==> src/rtl/uart_tx_arbiter.sv <==
// uart_tx_arbiter
//
// Round-robin scheduler sharing one UART transmitter among NUM_REQ byte
// producers. A granted byte is registered onto tx_data with a one-cycle
// tx_start pulse; the arbiter then waits for tx_done_flag (or a watchdog
// expiry), optionally idles GAP_CYCLES clocks, and grants again.
//
// Ports:
//   clk_in        system clock, rising edge
//   rst_n         asynchronous active-low reset
//   enable        allows new grants; an in-flight byte always completes
//   req_valid     per-requester byte-present flags
//   req_data      requester i byte on [8i+7:8i]
//   req_ack       one-hot, one-cycle capture pulse
//   tx_start      one-cycle start pulse to the transmitter
//   tx_data       byte to the transmitter, held until the next grant
//   tx_done_flag  completion pulse from the transmitter
//   grant_id      index of current / last granted requester
//   busy          high whenever the FSM is not idle
//   timeout_err   one-cycle pulse when the watchdog aborts a transfer

module uart_tx_arbiter #(
    parameter int unsigned NUM_REQ        = 4,
    parameter int unsigned ID_W           = 2,
    parameter int unsigned GAP_CYCLES     = 0,
    parameter int unsigned TIMEOUT_CYCLES = 2048
) (
    input  logic                 clk_in,
    input  logic                 rst_n,
    input  logic                 enable,
    input  logic [NUM_REQ-1:0]   req_valid,
    input  logic [8*NUM_REQ-1:0] req_data,
    output logic [NUM_REQ-1:0]   req_ack,
    output logic                 tx_start,
    output logic [7:0]           tx_data,
    input  logic                 tx_done_flag,
    output logic [ID_W-1:0]      grant_id,
    output logic                 busy,
    output logic                 timeout_err
);

    typedef enum logic [1:0] {
        StIdle,
        StWaitDone,
        StGap
    } state_e;

    localparam logic [15:0]     TO_LAST   = 16'(TIMEOUT_CYCLES - 1);
    localparam logic [15:0]     GAP_LAST  = 16'(GAP_CYCLES - 1);
    localparam logic [ID_W-1:0] LAST_INIT = ID_W'(NUM_REQ - 1);

    state_e               r_state;
    logic [15:0]          r_wdog;
    logic [15:0]          r_gap;
    logic [ID_W-1:0]      r_last_grant;
    logic [NUM_REQ-1:0]   r_req_ack;
    logic                 r_tx_start;
    logic [7:0]           r_tx_data;
    logic [ID_W-1:0]      r_grant_id;
    logic                 r_timeout_err;

    state_e               w_state_nx;
    state_e               w_after_xfer;
    logic [15:0]          w_wdog_nx;
    logic [15:0]          w_gap_nx;
    logic [ID_W-1:0]      w_last_nx;
    logic [NUM_REQ-1:0]   w_ack_nx;
    logic                 w_start_nx;
    logic [7:0]           w_data_nx;
    logic [ID_W-1:0]      w_gid_nx;
    logic                 w_terr_nx;

    logic                 w_found_hi;
    logic [ID_W-1:0]      w_win_hi;
    logic [ID_W-1:0]      w_win_lo;
    logic [7:0]           w_data_hi;
    logic [7:0]           w_data_lo;
    logic [ID_W-1:0]      w_winner;
    logic [7:0]           w_win_data;
    logic [NUM_REQ-1:0]   w_win_oh;

    // Round-robin pick: the lowest valid index above last_grant wins; if there
    // is none, the lowest valid index at or below it. Scanning downward lets
    // the last hit in each half be the lowest index.
    always_comb begin
        w_found_hi = 1'b0;
        w_win_hi   = '0;
        w_win_lo   = '0;
        w_data_hi  = '0;
        w_data_lo  = '0;
        for (int i = int'(NUM_REQ) - 1; i >= 0; i--) begin
            if (req_valid[i]) begin
                if (i > int'(r_last_grant)) begin
                    w_found_hi = 1'b1;
                    w_win_hi   = ID_W'(i);
                    w_data_hi  = req_data[8*i +: 8];
                end else begin
                    w_win_lo   = ID_W'(i);
                    w_data_lo  = req_data[8*i +: 8];
                end
            end
        end
        w_winner   = w_found_hi ? w_win_hi : w_win_lo;
        w_win_data = w_found_hi ? w_data_hi : w_data_lo;
        for (int i = 0; i < int'(NUM_REQ); i++) begin
            w_win_oh[i] = (ID_W'(i) == w_winner);
        end
    end

    assign w_after_xfer = (GAP_CYCLES == 0) ? StIdle : StGap;

    always_comb begin
        w_state_nx = r_state;
        w_wdog_nx  = r_wdog;
        w_gap_nx   = r_gap;
        w_last_nx  = r_last_grant;
        w_ack_nx   = '0;
        w_start_nx = 1'b0;
        w_data_nx  = r_tx_data;
        w_gid_nx   = r_grant_id;
        w_terr_nx  = 1'b0;
        case (r_state)
            StIdle: begin
                if (enable && (|req_valid)) begin
                    w_ack_nx   = w_win_oh;
                    w_start_nx = 1'b1;
                    w_data_nx  = w_win_data;
                    w_gid_nx   = w_winner;
                    w_last_nx  = w_winner;
                    w_wdog_nx  = '0;
                    w_state_nx = StWaitDone;
                end
            end
            StWaitDone: begin
                // Done takes precedence over a watchdog expiry on the same edge.
                if (tx_done_flag) begin
                    w_state_nx = w_after_xfer;
                    w_gap_nx   = '0;
                end else if (r_wdog == TO_LAST) begin
                    w_terr_nx  = 1'b1;
                    w_state_nx = w_after_xfer;
                    w_gap_nx   = '0;
                end else begin
                    w_wdog_nx  = r_wdog + 16'd1;
                end
            end
            StGap: begin
                if (r_gap == GAP_LAST) begin
                    w_state_nx = StIdle;
                end else begin
                    w_gap_nx   = r_gap + 16'd1;
                end
            end
            default: begin
                w_state_nx = StIdle;
            end
        endcase
    end

    always_ff @(posedge clk_in or negedge rst_n) begin
        if (!rst_n) begin
            r_state       <= StIdle;
            r_wdog        <= '0;
            r_gap         <= '0;
            r_last_grant  <= LAST_INIT;
            r_req_ack     <= '0;
            r_tx_start    <= 1'b0;
            r_tx_data     <= '0;
            r_grant_id    <= '0;
            r_timeout_err <= 1'b0;
        end else begin
            r_state       <= w_state_nx;
            r_wdog        <= w_wdog_nx;
            r_gap         <= w_gap_nx;
            r_last_grant  <= w_last_nx;
            r_req_ack     <= w_ack_nx;
            r_tx_start    <= w_start_nx;
            r_tx_data     <= w_data_nx;
            r_grant_id    <= w_gid_nx;
            r_timeout_err <= w_terr_nx;
        end
    end

    assign req_ack     = r_req_ack;
    assign tx_start    = r_tx_start;
    assign tx_data     = r_tx_data;
    assign grant_id    = r_grant_id;
    assign busy        = (r_state != StIdle);
    assign timeout_err = r_timeout_err;

endmodule

==> config.mk <==
export PLATFORM = sky130hd
export DESIGN_NAME = uart_tx_arbiter
export DESIGN_NICKNAME = d
export VERILOG_FILES = /design/src/rtl/uart_tx_arbiter.sv
export SDC_FILE = /design/constraint.sdc
export NUM_CORES = 1
export LEC_CHECK = 0
export CELL_PAD_IN_SITES_DETAIL_PLACEMENT = 1
export CELL_PAD_IN_SITES_GLOBAL_PLACEMENT = 2
export CORE_ASPECT_RATIO = 0.6
export CORE_MARGIN = 10
export CORE_UTILIZATION = 30
export CTS_BUF_LIST = sky130_fd_sc_hd__clkbuf_16
export DETAILED_ROUTE_END_ITERATION = 7
export MAX_ROUTING_LAYER = met4
export PLACE_DENSITY = 0.93
export RECOVER_POWER = 25
export SYNTH_ARGS = -nofsm -noshare
export SYNTH_HDL_FRONTEND = slang
export SYNTH_SLANG_ARGS = --single-unit
==> constraint.sdc <==
create_clock -name clk_in -period 4.9 [get_ports clk_in]
set_clock_uncertainty 0.05 [all_clocks]
set_input_delay 0.98 -clock clk_in [delete_from_list [all_inputs] [get_ports clk_in]]
set_output_delay 0.98 -clock clk_in [all_outputs]
set_load 0.02 [all_outputs]
==> impl_summary.txt, run 1 <==
----------------------------------------------------
[Clock network]
  Clk pin slew, worst setup/hold paths ... 50 ps
  TritonCTS clock tree ... built
  TritonCTS sink count ... 35
  Buffers from clock root to sink, at most ... 2
  Number of hold buffers added after CTS ... 0
  Number of instances resized during post-cts repair ... 0
  Clock Latency Late Sink ... 280 ps
  # H-tree levels ... 2
  Root Driver ... sky130_fd_sc_hd__clkbuf_16
  TritonCTS Buffers ... 5
  Number of setup buffers added after CTS ... 0

[Detailed routing]
  Detailed Routing Iterations Pass 1 ... 5
  Number of vias per cell ... 5.491
  Final routed DRC violation total ... 0
  Average wire length per cell after detail routing ... 18.68 um
  Detailed Route Iter0 Violations ... 270
  DRT antenna net count ... 0
  Routed length on met2 ... 3.084 mm
  Via Count ... 2125
  Routed WL ... 7.231 mm
  Highest routed layer ... met4
  Wire length on met3 ... 469 um
  Detailed-routing wirelength on met1 ... 3.637 mm

[Setup path]
  Buf/Inv on CP ... 2
  Kind of capture point of the worst setup path ... flip-flop
  Biggest fanout along the worst timing path ... 18
  R2R setup slack ... 2590 ps
  Delay of the slowest critical-path stage ... 780 ps
  Most prevalent standard cell on the critical path ... sky130_fd_sc_hd__nand3b_1
  Depth of the worst register-to-register path ... 4
  Required time at the endpoint of the critical path ... 5030 ps
  List of cells traversed by the critical path ... clkdlybuf4s50_1 -> nor2_1 -> nand2_1 -> nand3b_1 -> inv_1 -> nand3b_1 -> o22ai_1
  FF-to-FF Start ... r_last_grant[1]$_DFFE_PN1P_
  Critical path's top delay family ... buffers and inverters
  Worst flop-to-flop path endpoint ... tx_data[2]$_DFFE_PN0P_
  Critical path launch point ... req_valid[0]
  Startpoint class of the critical path ... input pin
  Slowest cell on the critical path ... sky130_fd_sc_hd__clkdlybuf4s50_1
  Crit path kind ... in2reg
  Crit path DAT ... 3570 ps

[Die]
  Effective utilization at floorplan ... 0.3143
  I/O pin total ... 57
  Area of the core ... 6763 sq um
  Die span in y ... 85.21 um
  Die Outline Area ... 10960 sq um
  Die width ... 128.7 um
  Std-Cell Rows ... 23

[Hold path]
  Hold worst-path end ... grant_id[0]$_DFFE_PN0P_
  Hold path depth ... 2
  Min-delay worst type ... reg2reg
  Hold wc startpoint ... grant_id[0]$_DFFE_PN0P_

[STA]
  Measured slew at the worst slew-check pin ... 1947 ps
  Final sum of negative setup slack ... 0 ps
  Time the final worst path needs with I/O delays and setup ... 3442 ps
  Highest achievable clock rate ... 290.6 MHz
  Number of endpoints with negative hold slack in the final report ... 0
  Unrepaired setup endpoints after global routing ... no
  Final number of max-transition violations ... 36
  Ratio of final minimum period to clock period ... 0.7024
  Count of endpoints failing setup in the final report ... 0
  Relative slew slack ... -0.2981

[Layout]
  Multi-input combinational cell area ... 1154 sq um
  Flip-flop and latch area ... 878.3 sq um
  Area grow syn2layout ... 35.43%
  Fraction of final layout cells with drive strength greater than 1 ... 0.05333
  FILL cells ... 795
  Cell Count, Final, Fillers Out ... 387
  Final Cell Area ... 2879 sq um
  Final net count ... 340
  Number of antenna cells inserted ... 0

[Place]
  Detailed placement HPWL ... 5.652 mm
  Cell total after placement ... 379
  Port-buffer cells ... 56
  Placement-stage cell area ... 2746 sq um
  Final RePlAce weighted congestion ... 0.7776

[Logic synthesis]
  Post-Syn Area ... 2126 sq um
  Mean instance size in the synthesized netlist ... 8.641 sq um
  Distinct cell type count of the synthesized netlist ... 47
  Synth warn ... 0
  Net Count, Synth ... 287
  EDFF count, synth ... 0
  Synth Register Bits ... 35
  Sequential element share of the synthesized area ... 0.4132
  Share of flip-flops with an asynchronous set or reset ... 1.000
  Post-Synthesis Cells ... 246
  Primary flip-flop cell chosen by synthesis mapping ... sky130_fd_sc_hd__dfrtp_1

[Pwr]
  Comb pwr share ... 0.364
  Share of total power in the clock network ... 0.265
  Net switching power of the design ... 0.0003887 W
  Total power ... 0.001104 W
  VDD IR max ... 219.6 uV
  Power density over cell area ... 383.5 nW/um^2
  Switching power share of the total ... 0.3521
  Cell-internal power ... 0.0007153 W
  Part of the total power dissipated in sequential elements ... 0.371
  Leak pwr ... 1.182 nW

[GRT]
  Largest net degree at the start of global routing ... 36
  GRT Util Overall ... 0.1358
  Via count of the first global-routing pass ... 2259
  Congestion Overflow GR ... 0
  Global-route wire length before repair ... 11.90 mm
  Initial antenna violation count ... 0

[Outcome]
  Violated checks ... max-capacitance violations, max-slew violations
  Outcome ... finished, violations left

[Run]
  Max-cap viol count ... 1

----------------------------------------------------
[through the flow]
stage	util	hold slack [ps]	setup WS [ps]
3_3_place_gp	0.4061	438.0	1404
5_1_grt	0.4257	479.6	1144
4_1_cts	0.4263	461.8	1454
6_report	0.4257	453.7	1458
2_1_floorplan	-	434.1	2776
3_5_place_dp	0.4061	449.4	1190
[metal layers]
layer	global-route usage	vias up
li1	-	1013
met1	0.1916	1044
met2	0.1891	62
met3	0.03975	6
met4	0.02014	0
met5	-	-
[logic make-up (layout without fill, tap and decap cells)]
logic type	Yosys count	after routing	synth area share
adder cells (fa/ha/maj)	1	1	0.005885
flip-flops	35	35	0.4132
AND/OR/NAND/NOR	121	121	0.3008
XOR/XNOR	9	9	0.03708
AO/OA/AOI/OAI	60	60	0.1895
buffers and inverters	18	72	0.04414
multiplexers	2	2	0.009418
[worst register-to-register path, delay by kind of cell (launching register included)]
kind               cells  cell delay, ps
AOI/OAI and AO/OA      2             490
DFF                    1             800
and+or+nand+nor        2             880
[cells in the mapped netlist, drive strengths merged, types with 2 or more instances]
cell type / n / area (sq um)
nor4b: 2 / 23.77
dfstp: 2 / 52.55
and4: 2 / 17.52
nand4: 2 / 12.51
xnor2: 9 / 78.83
nand2b: 4 / 25.02
o22ai: 16 / 100.1
a21oi: 12 / 60.06
nor3: 4 / 25.02
nand2: 29 / 108.9
buf: 9 / 50.05
mux2i: 2 / 20.02
a222oi: 8 / 80.08
a21o: 2 / 15.01
and3: 17 / 106.4
nor4: 3 / 33.78
nor2b: 3 / 18.77
o21ai: 12 / 60.06
and2: 2 / 12.52
nand3: 15 / 75.07
clkbuf: 5 / 28.77
nand3b: 3 / 22.52
a21boi: 2 / 15.01
inv: 4 / 15.01
dfrtp: 33 / 825.8
a211oi: 2 / 15.01
nor2: 30 / 112.6
or3: 2 / 17.52
[power by group through the flow]
stage | Combinational, W | Clock, W | Sequential (W)
after global routing | 0.000439 | 0.000313 | 0.000419
after global placement | 0.000391 | 0 | 0.000413
after floorplan | 0.000195 | 0 | 0.000433
after CTS | 0.000404 | 0.000300 | 0.000409
final | 0.000402 | 0.000293 | 0.000409
after detailed placement | 0.000401 | 0 | 0.000412
[sequential cells by signal, summed over array words and instances (netlist names)]
signal / count
req_ack: 4
timeout_err: 1
r_wdog: 16
tx_data: 8
tx_start: 1
grant_id: 2
r_last_grant: 2
r_state: 1
[worst max path at each step]
stage                              to  slack (ps)  cells after the start
4_1_cts        tx_data[2]$_DFFE_PN0P_        1450                      7
5_1_grt        tx_data[2]$_DFFE_PN0P_        1140                      7
6_report       tx_data[2]$_DFFE_PN0P_        1460                      7
3_3_place_gp   tx_data[1]$_DFFE_PN0P_        1400                      7
2_1_floorplan  r_wdog[14]$_DFFE_PN0P_        2780                      4
3_5_place_dp   tx_data[1]$_DFFE_PN0P_        1190                      7
[cells in the final DEF, fill, tap and decap left out, types with 3 or more instances in the layout]
master and instances:
sky130_fd_sc_hd__nor2_1 30, sky130_fd_sc_hd__and3_1 17, sky130_fd_sc_hd__a21oi_1 12, sky130_fd_sc_hd__dfrtp_1 33, sky130_fd_sc_hd__a222oi_1 8, sky130_fd_sc_hd__nor3_1 3
sky130_fd_sc_hd__nand3b_1 3, sky130_fd_sc_hd__clkbuf_16 5, sky130_fd_sc_hd__nand2b_1 4, sky130_fd_sc_hd__o22ai_1 16, sky130_fd_sc_hd__o21ai_0 12, sky130_fd_sc_hd__buf_4 3
sky130_fd_sc_hd__inv_1 5, sky130_fd_sc_hd__clkdlybuf4s50_1 55, sky130_fd_sc_hd__nand3_1 15, sky130_fd_sc_hd__nor2b_1 3, sky130_fd_sc_hd__nand2_1 29, sky130_fd_sc_hd__xnor2_1 9
[cell type report]
class                   instances  share of cell area
multi-input cells             193              0.4007
clock buffers                   5             0.04346
flip-flops and latches         35              0.3051
inverters                       4            0.005215
repair buffers                 60              0.2038
well taps                      87             0.03781
clock inverters                 3            0.003911
Power figures use the tool's default switching activity.
==> run 2, diff against run 1 <==
- CORE_UTILIZATION: 30 -> 25
- PLACE_DENSITY: 0.93 -> 0.84
- clock period: 4.9 -> 3 ns (I/O delays scaled with it)
==> run 2 against run 1 <==
Cell area increased by 2.4%. Non-clock buffer count up 5. Total power up 66%. Highest routed layer unchanged. Critical path type unchanged. Worst hold slack lost 16 ps. The run now ends clean.
==> impl_summary.txt, run 2 (synthesis results as in run 1) <==
----------------------------------------------------
[Outcome]
  Outcome ... finished clean

[Setup path]
  Biggest fanout along the worst timing path ... 20 (+2)
  Buf/Inv on CP ... 2 (unchanged)
  Critical path launch point ... req_valid[1]
  FF-to-FF Start ... r_last_grant[1]$_DFFE_PN1P_
  Depth of the worst register-to-register path ... 4 (unchanged)
  Crit path kind ... in2reg
  Kind of capture point of the worst setup path ... flip-flop
  Slowest cell on the critical path ... sky130_fd_sc_hd__nor4b_2
  Startpoint class of the critical path ... input pin
  Required time at the endpoint of the critical path ... 3150 ps (-1880 ps)
  Delay of the slowest critical-path stage ... 680 ps (-100 ps)
  Critical path's top delay family ... buffers and inverters
  List of cells traversed by the critical path ... clkdlybuf4s50_1 -> buf_4 -> nor4b_2 -> a222oi_1 -> o22ai_1
  Crit path DAT ... 2400 ps (-1170 ps)
  Path length in cells of the critical path ... 5 (-2)

[Detailed routing]
  Routed WL ... 7.648 mm (+5.8%)
  Detailed Route Iter0 Violations ... 100 (-63%)
  Average wire length per cell after detail routing ... 18.52 um (-0.89%)
  Number of vias per cell ... 5.126 (-6.6%)
  Via Count ... 2117 (-0.38%)
  Final routed DRC violation total ... 0 (unchanged)
  DRT antenna net count ... 0 (unchanged)
  Detailed Routing Iterations Pass 1 ... 4 (-1)

[Die]
  Area of the core ... 8070 sq um (+19%)
  Std-Cell Rows ... 25 (+8.7%)
  Effective utilization at floorplan ... 0.2634 (-0.05093)
  Die span in y ... 91.43 um (+7.3%)
  Die width ... 139.0 um (+8.1%)
  Die Outline Area ... 12710 sq um (+16%)
  I/O pin total ... 57 (unchanged)

[Layout]
  Number of antenna cells inserted ... 0 (unchanged)
  Multi-input combinational cell area ... 1154 sq um (unchanged)
  Register ranked first by flip-flop count ... r_wdog
  FILL cells ... 954 (+20%)
  Area grow syn2layout ... 38.67%
  Final net count ... 345 (+1.5%)
  Number of flip-flops under the largest register name ... 16 (unchanged)
  Most frequent cells in the layout ... sky130_fd_sc_hd__clkdlybuf4s50_1 (55), sky130_fd_sc_hd__dfrtp_1 (33), sky130_fd_sc_hd__nor2_1 (30)
  Flip-flop and latch area ... 878.3 sq um (unchanged)
  Fraction of final layout cells with drive strength greater than 1 ... 0.07541 (+0.02208)
  Most common cell after layout, fill and taps aside ... sky130_fd_sc_hd__clkdlybuf4s50_1

[STA]
  Highest achievable clock rate ... 444.0 MHz
  Unrepaired setup endpoints after global routing ... no
  Measured slew at the worst slew-check pin ... 736.8 ps (-1210 ps)
  Final sum of negative setup slack ... 0 ps (unchanged)
  Setup slack of the critical path after layout ... 747.8 ps (-710.5 ps)
  Final number of max-transition violations ... 0 (-100%)
  Relative slew slack ... 0.5075 (+0.8057)
  Time the final worst path needs with I/O delays and setup ... 2252 ps
  Ratio of final minimum period to clock period ... 0.7507
  Number of endpoints with negative hold slack in the final report ... 0 (unchanged)
  Count of endpoints failing setup in the final report ... 0 (unchanged)

[Clock network]
  TritonCTS clock tree ... built
  TritonCTS sink count ... 35 (unchanged)
  Clk pin slew, worst setup/hold paths ... 50 ps (about the same)
  Number of hold buffers added after CTS ... 0 (unchanged)
  Number of setup buffers added after CTS ... 0 (unchanged)
  Number of instances resized during post-cts repair ... 0 (unchanged)
  Clock Latency Late Sink ... 280 ps (about the same)
  Buffers from clock root to sink, at most ... 2 (unchanged)
  TritonCTS Buffers ... 5 (unchanged)
  # H-tree levels ... 2 (unchanged)
  Root Driver ... sky130_fd_sc_hd__clkbuf_16

[Hold path]
  Min-delay worst type ... reg2reg
  Hold wc startpoint ... grant_id[1]$_DFFE_PN0P_
  Hold path depth ... 1 (-1)

[Run]
  Max-cap viol count ... 0 (-1)

[Pwr]
  Comb pwr share ... 0.365 (about the same)
  Net switching power of the design ... 0.0006486 W (+67%)
  Cell-internal power ... 0.001182 W (+65%)
  Share of total power in the clock network ... 0.267 (+0.002)
  Power density over cell area ... 621.0 nW/um^2 (+62%)
  Total power ... 0.001831 W (+66%)
  Leak pwr ... 1.215 nW (+2.8%)
  Part of the total power dissipated in sequential elements ... 0.367 (-0.004)
  Switching power share of the total ... 0.3543 (+0.002196)
  VDD IR max ... 200.8 uV (-8.5%)

[GRT]
  Initial antenna violation count ... 0 (unchanged)
  GRT Util Overall ... 0.1218 (-0.01401)
  Congestion Overflow GR ... 0 (unchanged)
  Via count of the first global-routing pass ... 2342 (+3.7%)
  Global-route wire length before repair ... 12.30 mm (+3.4%)
  Largest net degree at the start of global routing ... 36 (unchanged)

[Place]
  Detailed placement HPWL ... 6.032 mm (+6.7%)
  Port-buffer cells ... 56 (unchanged)
  Final RePlAce weighted congestion ... 0.8386 (+7.8%)
  Pre-CTS setup slack ... 438.7 ps (-750.9 ps)

----------------------------------------------------
-- run 2: cell types whose count changed in the layout (fill, tap and decap cells not counted) --
cell / previous run / this run
sky130_fd_sc_hd__buf_4: 3 / 9
sky130_fd_sc_hd__clkbuf_1: 1 / 0
sky130_fd_sc_hd__clkinv_2: 0 / 1
sky130_fd_sc_hd__inv_1: 5 / 6
sky130_fd_sc_hd__clkinv_1: 2 / 0
-- run 2: power groups by stage --
stage / registers [W] / logic [W] / clock network [W]
after global routing: 0.000689 / 0.000736 / 0.000523
after CTS: 0.000672 / 0.000677 / 0.000499
after global placement: 0.000675 / 0.000661 / 0
after floorplan: 0.000707 / 0.000318 / 0
after detailed placement: 0.000676 / 0.000677 / 0
final: 0.000672 / 0.000669 / 0.000489
-- run 2: metal layers --
metal,part of all wire,track usage,up-vias
li1,-,-,1021
met1,0.50,0.1601,1024
met2,0.41,0.1669,66
met3,0.076,0.04212,6
met4,0.011,0.04412,0
met5,0,-,-
-- run 2: metrics by stage --
stage,cell area (sq um),util,cells,hold slack (ps)
final,2948,0.3653,413,437.8
after global routing,2948,0.3653,413,456.8
after CTS,2948,0.3653,413,445.5
after detailed placement,2810,0.3482,405,433.6
after global placement,2810,0.3482,405,433.8
after floorplan,2126,-,246,254.4
-- run 2: layout make-up --
type,count,area share
Clock buffer,5,0.04244
Clock inverter,3,0.004244
Inverter,4,0.005093
Multi-Input combinational cell,193,0.3913
Sequential cell,35,0.2980
Tap cell,108,0.04584
Timing Repair Buffer,65,0.2131
-- run 2: worst paths after layout --
| kind | end | slack, ps |
|---|---|---|
| worst max-delay path | tx_data[7]$_DFFE_PN0P_ | 750 |
| worst min register to register | grant_id[1]$_DFFE_PN0P_ | 440 |
| min in group asynchronous | r_wdog[4]$_DFFE_PN0P_ | 760 |
| max in group asynchronous | r_last_grant[1]$_DFFE_PN1P_ | 1800 |
| worst max register to register | tx_data[7]$_DFFE_PN0P_ | 870 |
| worst min-delay path | grant_id[1]$_DFFE_PN0P_ | 440 |
==> run 3, diff against run 2 <==
- clock period: 3 -> 1.85 ns (I/O delays scaled with it)
==> run 3 against run 2 <==
Die area did not move. Clock power increased by 61%. Combinational power increased by 96%. Clock-buffer cell count stayed put. Cell area grew 11%. Sequential share of layout area down 3.0 points. Via count grew 8.4%. Total power rose by 73%. Worst hold slack improved by 6.9 ps. Routed wire length rose by 6.7%. Sequential cell count unchanged. Sequential power rose by 59%. Critical endpoint is now r_wdog[14]$_DFFE_PN0P_. Highest routed layer unchanged.
==> impl_summary.txt, run 3 (synthesis results as in run 1) <==
----------------------------------------------------
[Outcome]
  Outcome ... finished clean

[Place]
  Cell total after placement ... 429 (+5.9%)
  Pre-CTS setup slack ... -426.1 ps (-864.8 ps)
  Detailed placement HPWL ... 6.273 mm (+4.0%)
  Port-buffer cells ... 56 (unchanged)
  Final RePlAce weighted congestion ... 0.9033 (+7.7%)

[Die]
  Die Outline Area ... 12710 sq um (unchanged)
  Area of the core ... 8070 sq um (unchanged)
  I/O pin total ... 57 (unchanged)
  Std-Cell Rows ... 25 (unchanged)
  Die span in y ... 91.43 um (unchanged)
  Die width ... 139.0 um (unchanged)
  Effective utilization at floorplan ... 0.2634 (unchanged)

[Clock network]
  Buffers from clock root to sink, at most ... 2 (unchanged)
  Clk pin slew, worst setup/hold paths ... 50 ps (about the same)
  TritonCTS clock tree ... built
  TritonCTS sink count ... 35 (unchanged)
  TritonCTS Buffers ... 5 (unchanged)
  Clock Latency Late Sink ... 280 ps (about the same)
  Root Driver ... sky130_fd_sc_hd__clkbuf_16
  # H-tree levels ... 2 (unchanged)

[GRT]
  Congestion Overflow GR ... 0 (unchanged)
  Global-route wire length before repair ... 12.27 mm (-0.28%)
  Via count of the first global-routing pass ... 2392 (+2.1%)
  GRT Util Overall ... 0.1195 (-0.002352)
  Largest net degree at the start of global routing ... 36 (unchanged)
  Initial antenna violation count ... 0 (unchanged)

[STA]
  Final sum of negative setup slack ... 0 ps (unchanged)
  Final number of max-transition violations ... 0 (unchanged)
  Ratio of final minimum period to clock period ... 0.9811
  Number of endpoints with negative hold slack in the final report ... 0 (unchanged)
  Time the final worst path needs with I/O delays and setup ... 1815 ps
  Relative slew slack ... 0.4238 (-0.08370)
  Highest achievable clock rate ... 551.0 MHz
  Unrepaired setup endpoints after global routing ... yes
  Setup slack of the critical path after layout ... 35.05 ps (-712.7 ps)
  Count of endpoints failing setup in the final report ... 0 (unchanged)
  Measured slew at the worst slew-check pin ... 864.2 ps (+127.5 ps)

[Detailed routing]
  Via Count ... 2294 (+8.4%)
  Routed WL ... 8.162 mm (+6.7%)
  Detailed Route Iter0 Violations ... 183 (+83%)
  Number of vias per cell ... 5.167 (+0.80%)
  Detailed Routing Iterations Pass 1 ... 4 (unchanged)
  Final routed DRC violation total ... 0 (unchanged)
  DRT antenna net count ... 0 (unchanged)
  Average wire length per cell after detail routing ... 18.38 um (-0.73%)

[Setup path]
  Startpoint class of the critical path ... input pin
  Slowest cell on the critical path ... sky130_fd_sc_hd__or3_4
  Kind of capture point of the worst setup path ... flip-flop
  Required time at the endpoint of the critical path ... 2000 ps (-1150 ps)
  Crit path DAT ... 1970 ps (-430 ps)
  Most prevalent standard cell on the critical path ... sky130_fd_sc_hd__or3_4
  List of cells traversed by the critical path ... clkdlybuf4s50_1 -> nand4b_1 -> or3_4 -> or3_4 -> a21oi_2
  Delay of the slowest critical-path stage ... 440 ps (-240 ps)
  Crit path kind ... in2reg
  Biggest fanout along the worst timing path ... 5 (-75%)

[Run]
  Max-cap viol count ... 0 (unchanged)

[Layout]
  Final net count ... 376 (+9.0%)
  Cell Count, Final, Fillers Out ... 444 (+7.5%)
  Number of antenna cells inserted ... 0 (unchanged)
  Register ranked first by flip-flop count ... r_wdog
  Fraction of final layout cells with drive strength greater than 1 ... 0.2024 (+0.1270)
  Area grow syn2layout ... 53.91%
  Most frequent cells in the layout ... sky130_fd_sc_hd__clkdlybuf4s50_1 (53), sky130_fd_sc_hd__buf_4 (36), sky130_fd_sc_hd__dfrtp_1 (33)
  Most common cell after layout, fill and taps aside ... sky130_fd_sc_hd__clkdlybuf4s50_1
  Number of flip-flops under the largest register name ... 16 (unchanged)

[Hold path]
  Min-delay worst type ... reg2reg

[Pwr]
  Leak pwr ... 1.403 nW (+15%)
  VDD IR max ... 474.0 uV (+140%)
  Power density over cell area ... 967.4 nW/um^2 (+56%)

----------------------------------------------------
## run 3: area by class of cell
class | instances | area (sq um)
clock buffers | 5 | 125.1
clock inverters | 3 | 12.51
fillers | 957 | 4798
inverters | 4 | 15.01
multi-input cells | 194 | 1242
flip-flops and latches | 35 | 878.3
well taps | 108 | 135.1
repair buffers | 95 | 863.3
## run 3: final timing paths
check | startpoint | to | slack [ps] | depth (start not counted)
hold / removal | grant_id[1]$_DFFE_PN0P_ | grant_id[1]$_DFFE_PN0P_ | 440 | 1
max in group asynchronous | rst_n | r_state[0]$_DFFE_PN0P_ | 500 | 2
setup reg to reg | r_wdog[14]$_DFFE_PN0P_ | r_wdog[13]$_DFFE_PN0P_ | 40 | 6
hold reg to reg | grant_id[1]$_DFFE_PN0P_ | grant_id[1]$_DFFE_PN0P_ | 440 | 1
min in group asynchronous | rst_n | timeout_err$_DFF_PN0_ | 700 | 2
setup / recovery | tx_done_flag | r_wdog[14]$_DFFE_PN0P_ | 40 | 5
## run 3: timing repair
| item | in CTS | in global routing |
|---|---|---|
| setup buffers | 1 | 5 |
| endpoints found under the hold margin | 0 | 0 |
| hold buffers | 0 | 0 |
| resized for setup | 1 | 23 |
| setup endpoints to repair | 8 | 15 |
| pin swaps | 1 | 8 |
| gates cloned | 0 | 1 |
## run 3: worst max-delay path: cells and delay by family
kind            cells  cell delay, ps
compound gates      1             120
simple gates        3            1060
buf+inv             1             420
## run 3: stage by stage
step           instance area [sq um]  total power (W)  utilization  hold slack [ps]
2_1_floorplan                   2126         0.001662            -            24.41
3_3_place_gp                    3003         0.002236       0.3721            424.1
3_5_place_dp                    3003         0.002269       0.3721            442.2
4_1_cts                         3157         0.003071       0.3912            441.4
5_1_grt                         3272         0.003350       0.4054            471.7
6_report                        3272         0.003165       0.4054            444.7
## run 3: layer usage
metal / vias up / routed length (um) / global-route usage
met5: - / 0 / -
met4: 0 / 78 / 0.02682
met3: 7 / 633 / 0.03952
met2: 82 / 3368 / 0.1724
met1: 1123 / 4082 / 0.1571
li1: 1082 / - / -
## run 3: report_power, final
part,switching (W),internal [W]
clock,0.000301,0.000486
sequential,0.000148,0.000921
combinational,0.000680,0.000628
